[config.mk]
export PLATFORM = sky130hd
export DESIGN_NAME = prim_arbiter_rr_lock
export DESIGN_NICKNAME = d
export VERILOG_FILES = /design/src/rtl/prim_arbiter_rr_lock_pkg.sv /design/src/rtl/prim_arbiter_rr_lock_pick.sv /design/src/rtl/prim_arbiter_rr_lock.sv
export SDC_FILE = /design/constraint.sdc
export NUM_CORES = 1
export LEC_CHECK = 0
export CAP_MARGIN = 20
export CELL_PAD_IN_SITES_DETAIL_PLACEMENT = 1
export CELL_PAD_IN_SITES_GLOBAL_PLACEMENT = 1
export CORE_ASPECT_RATIO = 0.8
export CORE_MARGIN = 2
export CORE_UTILIZATION = 17
export CTS_CLUSTER_SIZE = 40
export DETAILED_ROUTE_END_ITERATION = 12
export GPL_TIMING_DRIVEN = 0
export PLACE_DENSITY_LB_ADDON = 0.2
export SETUP_SLACK_MARGIN = 0.15
export SYNTH_ARGS = -nofsm -noshare
export SYNTH_HDL_FRONTEND = slang
export SYNTH_SLANG_ARGS = --single-unit
export TNS_END_PERCENT = 20
[constraint.sdc]
create_clock -name clk_i -period 7.46 [get_ports clk_i]
set_input_delay 2.238 -clock clk_i [delete_from_list [all_inputs] [get_ports clk_i]]
set_output_delay 2.238 -clock clk_i [all_outputs]
set_load 0.05 [all_outputs]
[src/rtl/prim_arbiter_rr_lock_pkg.sv]
// Shared types and helpers for the round-robin arbiters.
package prim_arbiter_pkg;

   typedef enum logic {
      ArbIdle   = 1'b0,
      ArbLocked = 1'b1
   } arb_state_e;

   // Next round-robin index with an explicit wrap, so non-power-of-2 port
   // counts never rely on counter overflow.
   function automatic int unsigned rr_next(input int unsigned idx, input int unsigned n);
      if (idx + 1 >= n) return 0;
      return idx + 1;
   endfunction

endpackage

[src/rtl/prim_arbiter_rr_lock_pick.sv]
// Combinational rotate-and-find-first: returns the first requesting index at
// or after ptr (mod N). The request vector is doubled so the wrapped scan is a
// plain linear search over 2N bits.
module prim_arbiter_rr_pick #(
   parameter int unsigned N    = 4,
   parameter int unsigned IdxW = 2
) (
   input  logic [N-1:0]    req,
   input  logic [IdxW-1:0] ptr,
   output logic [IdxW-1:0] idx,
   output logic            any
);

   localparam int unsigned PW = $clog2(2 * N);

   logic [2*N-1:0] req_dbl;

   assign req_dbl = {req, req};

   // Linear scan from ptr across the doubled vector, first hit wins.
   always_comb begin
      logic [PW-1:0] pos;
      idx = '0;
      any = 1'b0;
      pos = '0;
      for (int unsigned i = 0; i < N; i++) begin
         pos = PW'(ptr) + PW'(i);
         if (!any && req_dbl[pos]) begin
            any = 1'b1;
            idx = (pos >= PW'(N)) ? IdxW'(pos - PW'(N)) : IdxW'(pos);
         end
      end
   end

endmodule

[src/rtl/prim_arbiter_rr_lock.sv]
// N:1 round-robin arbiter with packet lock: a winner whose beat is not the
// last keeps the grant until its last beat is accepted.
module prim_arbiter_rr_lock
   import prim_arbiter_pkg::*;
#(
   parameter int unsigned N          = 4,
   parameter int unsigned DW         = 32,
   parameter bit          EnDataPort = 1'b1,
   localparam int unsigned IdxW      = (N > 1) ? $clog2(N) : 1
) (
   input  logic            clk_i,
   input  logic            rst_ni,
   input  logic [N-1:0]    req_i,
   input  logic [DW-1:0]   data_i [N],
   input  logic [N-1:0]    last_i,
   output logic [N-1:0]    gnt_o,
   output logic [IdxW-1:0] idx_o,
   output logic            valid_o,
   output logic [DW-1:0]   data_o,
   output logic            last_o,
   input  logic            ready_i,
   output logic            locked_o
);

   logic [IdxW-1:0] sel_idx;
   logic            sel_valid;
   logic            hs;

   assign idx_o   = sel_idx;
   assign valid_o = sel_valid;
   assign last_o  = sel_valid & last_i[sel_idx];
   assign hs      = sel_valid & ready_i;

   // Grant is the handshake, routed to the selected port only.
   always_comb begin
      gnt_o = '0;
      if (hs) gnt_o[sel_idx] = 1'b1;
   end

   if (N == 1) begin : g_bypass
      assign sel_idx   = '0;
      assign sel_valid = req_i[0];
      assign locked_o  = 1'b0;
   end else begin : g_arb
      arb_state_e      st_q;
      logic [IdxW-1:0] ptr_q;
      logic [IdxW-1:0] lock_idx_q;
      logic [IdxW-1:0] pick_idx;
      logic            pick_any;

      prim_arbiter_rr_pick #(
         .N    (N),
         .IdxW (IdxW)
      ) u_pick (
         .req (req_i),
         .ptr (ptr_q),
         .idx (pick_idx),
         .any (pick_any)
      );

      // While locked, only the owning port may be selected; a bubble on it
      // drops valid rather than letting another port in.
      always_comb begin
         sel_idx   = pick_idx;
         sel_valid = pick_any;
         if (st_q == ArbLocked) begin
            sel_idx   = lock_idx_q;
            sel_valid = req_i[lock_idx_q];
         end
      end

      // Lock/pointer state advances only on an accepted beat.
      always_ff @(posedge clk_i or negedge rst_ni) begin
         if (!rst_ni) begin
            st_q       <= ArbIdle;
            ptr_q      <= '0;
            lock_idx_q <= '0;
         end else if (hs) begin
            case (st_q)
               ArbIdle: begin
                  if (last_o) begin
                     ptr_q <= IdxW'(rr_next(32'(sel_idx), N));
                  end else begin
                     st_q       <= ArbLocked;
                     lock_idx_q <= sel_idx;
                  end
               end
               ArbLocked: begin
                  if (last_o) begin
                     st_q  <= ArbIdle;
                     ptr_q <= IdxW'(rr_next(32'(lock_idx_q), N));
                  end
               end
               default: st_q <= ArbIdle;
            endcase
         end
      end

      assign locked_o = (st_q == ArbLocked);

      a_lock_idx: assert property (@(posedge clk_i) disable iff (!rst_ni)
         locked_o |-> (idx_o == lock_idx_q));
   end

   if (EnDataPort) begin : g_data
      assign data_o = data_i[sel_idx];
   end else begin : g_no_data
      assign data_o = '1;
   end

   a_gnt_onehot: assert property (@(posedge clk_i) disable iff (!rst_ni)
      $onehot0(gnt_o));
   a_gnt_hs: assert property (@(posedge clk_i) disable iff (!rst_ni)
      (|gnt_o) |-> (ready_i && valid_o));
   a_known: assert property (@(posedge clk_i) disable iff (!rst_ni)
      !$isunknown({valid_o, gnt_o, idx_o, locked_o}));

   for (genvar p = 0; p < N; p++) begin : g_hold
      a_req_hold: assert property (@(posedge clk_i) disable iff (!rst_ni)
         (req_i[p] && !gnt_o[p]) |=> req_i[p]);
   end

endmodule

==> flow_summary.ini, run 1 <==
[clocking]
clock_path_buffers = 2
cts.sinks = 5
cts_tree = done
clk_latency_ns = 0.22
cts_made_buffers = 3
htree_levels = 1
cts-root-buf = clkbuf_16
clkTransAtPathRegs_ns = 0.03

[synth]
ys_ff_latch = 5
avgSynthCellArea_um2 = 5.60
async_reset_ff_share_pct = 100
synth_top_family_by_area = simple AND/OR/NAND/NOR gates
yosysWarnings = 0
synthMuxAreaShare_pct = 5.41
yosys.cell_types.count = 34
synth_fa_ha_area_share_pct = 3.18
synth_edf_count = 0
ys.flop_type = dfrtp_1
synth_xor_xnor_area_share_pct = 0.556
synth_nets = 424
synth_area_um2 = 1570
synth_compound_gate_area_share_pct = 22.0
ys_seq_area_share_pct = 7.95
synthCells = 281
synthSimpleGateAreaFrac_pct = 52.6

[grt]
antenna_found_initial = 0
grt_pass1_wl_um = 15000
globalRouteTotalUtil_pct = 18.0
grt_max_degree = 13
grt_pass1_vias = 3028
grt-ovfl-total = 0

[timing]
tns_ns = 0
hold_slack_ns = 0.610
setup_slack_ns = 0.193
finalClockSkew_ns = 0.000179
rsz0062_at_grt = yes
finalHoldViolations = 0
fin_crit_ns = 7.27
setup_violations = 0
tightest_slew_ns = 0.526
slew-limit-headroom_pct = 64.8
slew_violations = 0
fmax_mhz = 138
post-route-period-util_pct = 97.4

[die]
start_util_pct = 17.4
io_pins = 180
core-area_um2 = 9040
die_area_um2 = 10000
std_cell_rows = 31
die_w_um = 112
die-height_um = 90.1

[place]
dp_cells = 575
dp_slack_ns = -0.224
routabilityCongestion = 0.781
hpwl_um = 7500
port_buffers = 179
dpl_cell_area_um2 = 3510

[power_and_ir_drop]
power_mw = 2.01
p_leak_nw = 1.61
pwr_density_cell_nw_per_um2 = 562
peakVddDrop_mv = 0.332

[routing]
drt_wl_total_um = 9470
via_per_inst = 4.72
ant_nets = 0
drt_pass1_iterations = 5
drc_errors = 0
drt_iter0_drc = 82
num_vias = 2745
routedWlPerCell_um = 16.3

[cells_and_area]
multi_input_comb_area_um2 = 1320
fin_cells = 582
area_growth_pct = 128
drive_gt1_share_pct = 7.07
mostFrequentLayoutCell = clkdlybuf4s50_1
nFillCells = 1171
antenna_cells = 0
final_cell_mix = 151 x clkdlybuf4s50_1, 131 x nand2_1, 34 x and3_1
design_area_um2 = 3590
utilization_pct = 39.7
seq_area_um2 = 125
nets = 611

[critical_path]
rr_worst_depth = 8
crit_arrival_ns = 5.03
critPathMaxFanout = 10
required_ns = 5.22
end_kind = output pin
crit_path_start_kind = input pin
worstSetupPathType = in -> out

[run]
cap_viol_max_count = 0

[hold_path]
hold_class = reg -> reg
hold_path_depth = 2

[run_status]
status = completed
[cell type report]
type | instances | share of cell area, %
repair buffers | 182 | 49.8
multi-input cells | 250 | 36.8
clock buffers | 4 | 2.20
flip-flops and latches | 5 | 3.49
plain buffers | 21 | 3.18
inverters | 5 | 0.523
well taps | 115 | 4.01
[final timing paths]
check                           slack [ns]      startpoint                   to
worst max-delay path                  0.19        req_i[3]           data_o[27]
worst min-delay path                  0.61  g_arb.ptr_q[1]       g_arb.ptr_q[1]
worst max register to register        5.13  g_arb.ptr_q[0]       g_arb.ptr_q[1]
worst min register to register        0.61  g_arb.ptr_q[1]       g_arb.ptr_q[1]
max in group asynchronous             5.02          rst_ni  g_arb.lock_idx_q[1]
min in group asynchronous             2.24          rst_ni       g_arb.ptr_q[1]
[cell usage after synthesis, types with 2 or more instances]
master	n	area (um^2)
clkbuf_1	5	18.8
o21ai_0	5	25.0
a21oi_1	4	20.0
nor2b_1	5	31.3
a31oi_1	32	200
ha_1	4	50.1
nand3_1	3	15.0
nand3b_1	2	15.0
mux2i_1	4	40.0
inv_2	2	7.51
mux2_2	2	22.5
inv_1	2	7.51
and3_1	34	213
nand2_1	131	492
buf_4	5	37.5
and2_1	3	18.8
nor2_1	7	26.3
buf_2	11	55.1
dfrtp_1	5	125
[sequential cells by signal, indices dropped and copies added (netlist names)]
name,cells
g_arb.lock_idx_q,2
g_arb.ptr_q,2
locked_o,1
[kinds of logic after synthesis]
| group | Yosys count |
|---|---|
| compound gates | 51 |
| xor+xnor | 1 |
| fa+ha+maj | 4 |
| buf+inv | 26 |
| flops | 5 |
| mux | 7 |
| simple gates | 187 |
[power breakdown]
group          leakage (nW)  internal [mW]  total (mW)  switching [mW]
clock network        0.0382         0.0707      0.0874          0.0167
logic                  1.52          0.599        1.86            1.26
registers            0.0598         0.0412      0.0663          0.0251
[per-layer routing]
layer	up-vias	GRT usage (%)	wire [um]
met5	-	0	0
met4	0	2.16	78
met3	6	6.54	985
met2	129	33.4	4550
met1	1268	20.4	3860
li1	1342	-	-
[critical path: stages]
cell	delay, ns
clkdlybuf4s50_1	0.49
nor2b_1	0.19
nand3_1	0.12
a41o_1	0.23
buf_4	0.16
inv_2	0.06
buf_4	0.17
buf_4	0.19
nand2_1	0.06
and3_1	0.15
a31oi_1	0.13
clkdlybuf4s50_1	0.82
[repair_timing]
item                                    in CTS  in global routing
pin swaps                                    1                  0
buffers inserted                             3                  0
endpoints found under the hold margin        0                  0
endpoints found under the setup margin      37                 11
resized for setup                           28                  2
hold buffers                                 0                  0
No activity file was read; power rests on OpenSTA's default activity.
==> run 2, diff against run 1 <==
CORE_AREA = 2 2 70 72   (was default)
CORE_ASPECT_RATIO = default   (was 0.8)
CORE_MARGIN = default   (was 2)
CORE_UTILIZATION = default   (was 17)
DIE_AREA = 0 0 72 74   (was default)
DONT_BUFFER_PORTS = 1   (was default)
==> flow_summary.ini, run 2 (synthesis gave the netlist of run 1 again) <==
[die]
std_cell_rows = 25
die_area_um2 = 5330
io_pins = 180
die-height_um = 74
start_util_pct = 34.2
core-area_um2 = 4600
die_w_um = 72

[critical_path]
crit_arrival_ns = 4.71
worstSetupPathType = in -> out
rr_startpoint = locked_o
end_kind = output pin
worst_r2r_endpoint = g_arb.ptr_q[1]
r2r_slack_ns = 4.31
cp-startpoint = req_i[3]
rr_worst_depth = 7
crit_path_start_kind = input pin
endpoint = data_o[17]
critPathMaxFanout = 12
required_ns = 5.22

[grt]
antenna_found_initial = 0
grt-ovfl-total = 0
grt_pass1_vias = 2013
globalRouteTotalUtil_pct = 22.4
grt_max_degree = 13
grt_pass1_wl_um = 9740

[clocking]
cts_made_buffers = 3
ctsResizeCount = 0
cts-root-buf = clkbuf_8
clkTransAtPathRegs_ns = 0.04
post_cts_buffers = 0
clk_latency_ns = 0.22
cts.sinks = 5
cts_hold_buf = 0
cts_tree = done
clock_path_buffers = 2
htree_levels = 1

[routing]
drt_pass1_iterations = 4
drt_wl_total_um = 6590
drc_errors = 0
via_per_inst = 5.93
num_vias = 2089
drt_iter0_drc = 47
routedWlPerCell_um = 18.7
ant_nets = 0

[cells_and_area]
antenna_cells = 0
area_growth_pct = 13.4
mostFrequentLayoutCell = nand2_1
nets = 442
drive_gt1_share_pct = 13.8
nFillCells = 657
final_cell_mix = 131 x nand2_1, 34 x and3_1, 32 x a31oi_1

[timing]
finalClockSkew_ns = 0.000401
setup_violations = 0
slew-limit-headroom_pct = 19.1
post-route-period-util_pct = 93.2
tightest_slew_ns = 1.21
finalHoldViolations = 0
fmax_mhz = 144
tns_ns = 0
fin_crit_ns = 6.95
slew_violations = 0
rsz0062_at_grt = no

[run]
cap_viol_max_count = 0

[place]
routabilityCongestion = 0.829
port_buffers = 0
hpwl_um = 5380

[hold_path]
hold_class = reg -> reg

[run_status]
status = completed
[run 2: changes by cell type in the layout (fill, tap and decap cells not counted), sizes merged]
cell / delta
dlymetal6s2s: -2
buf: +10
clkdlybuf4s50: -151
dlygate4sd2: -26
[run 2: worst min-delay path by stage]
stage	from	end	slack, ns	cells past startpoint
floorplan	g_arb.lock_idx_q[1]	g_arb.lock_idx_q[1]	0.56	2
global placement	g_arb.ptr_q[1]	g_arb.ptr_q[1]	0.60	2
detailed placement	g_arb.ptr_q[1]	g_arb.ptr_q[1]	0.61	2
CTS	g_arb.ptr_q[1]	g_arb.ptr_q[1]	0.62	2
global route	g_arb.ptr_q[1]	g_arb.ptr_q[1]	0.66	2
finish	g_arb.ptr_q[1]	g_arb.ptr_q[1]	0.61	2
[run 2: per-layer routing]
layer	track usage, %	share of wire [%]	wire length, um
met1	27.4	41	2680
met2	41.6	52	3440
met3	3.93	6.7	444
met4	3.98	0.52	34
met5	0	0	0
[run 2: critical path, stage by stage]
cell and delay (ns):
nor2b_1 0.12, o21ai_0 0.15, a41oi_2 0.54, clkinv_1 0.38, buf_2 0.38, a31oi_1 0.90
[run 2: through the flow]
| step | std cells | hold WS [ns] | util (%) | setup WS, ns | area, um^2 |
|---|---|---|---|---|---|
| after detailed placement | 347 | 0.607 | 37.7 | 0.483 | 1730 |
| final | 352 | 0.609 | 38.8 | 0.507 | 1780 |
| after global routing | 352 | 0.662 | 38.8 | 0.277 | 1780 |
| after floorplan | 281 | 0.557 | - | 0.994 | 1570 |
| after CTS | 351 | 0.616 | 38.6 | 0.488 | 1780 |
| after global placement | 335 | 0.603 | 35.7 | 0.485 | 1640 |
[run 2: area by class of cell]
cell class                 instances  area (um^2)  share of cell area [%]
clock buffer                       4         45.0                    2.52
sequential                         5          125                    7.01
buffer                            21          111                    6.24
tap                               54         67.6                    3.79
inverter                           5         18.8                    1.05
timing repair buffer              13         97.6                    5.47
multi-input combinational        250         1320                    73.9
Power of run 2 is not shown: default switching activity piles up to over one toggle a cycle in this logic, so the estimate is an artifact.
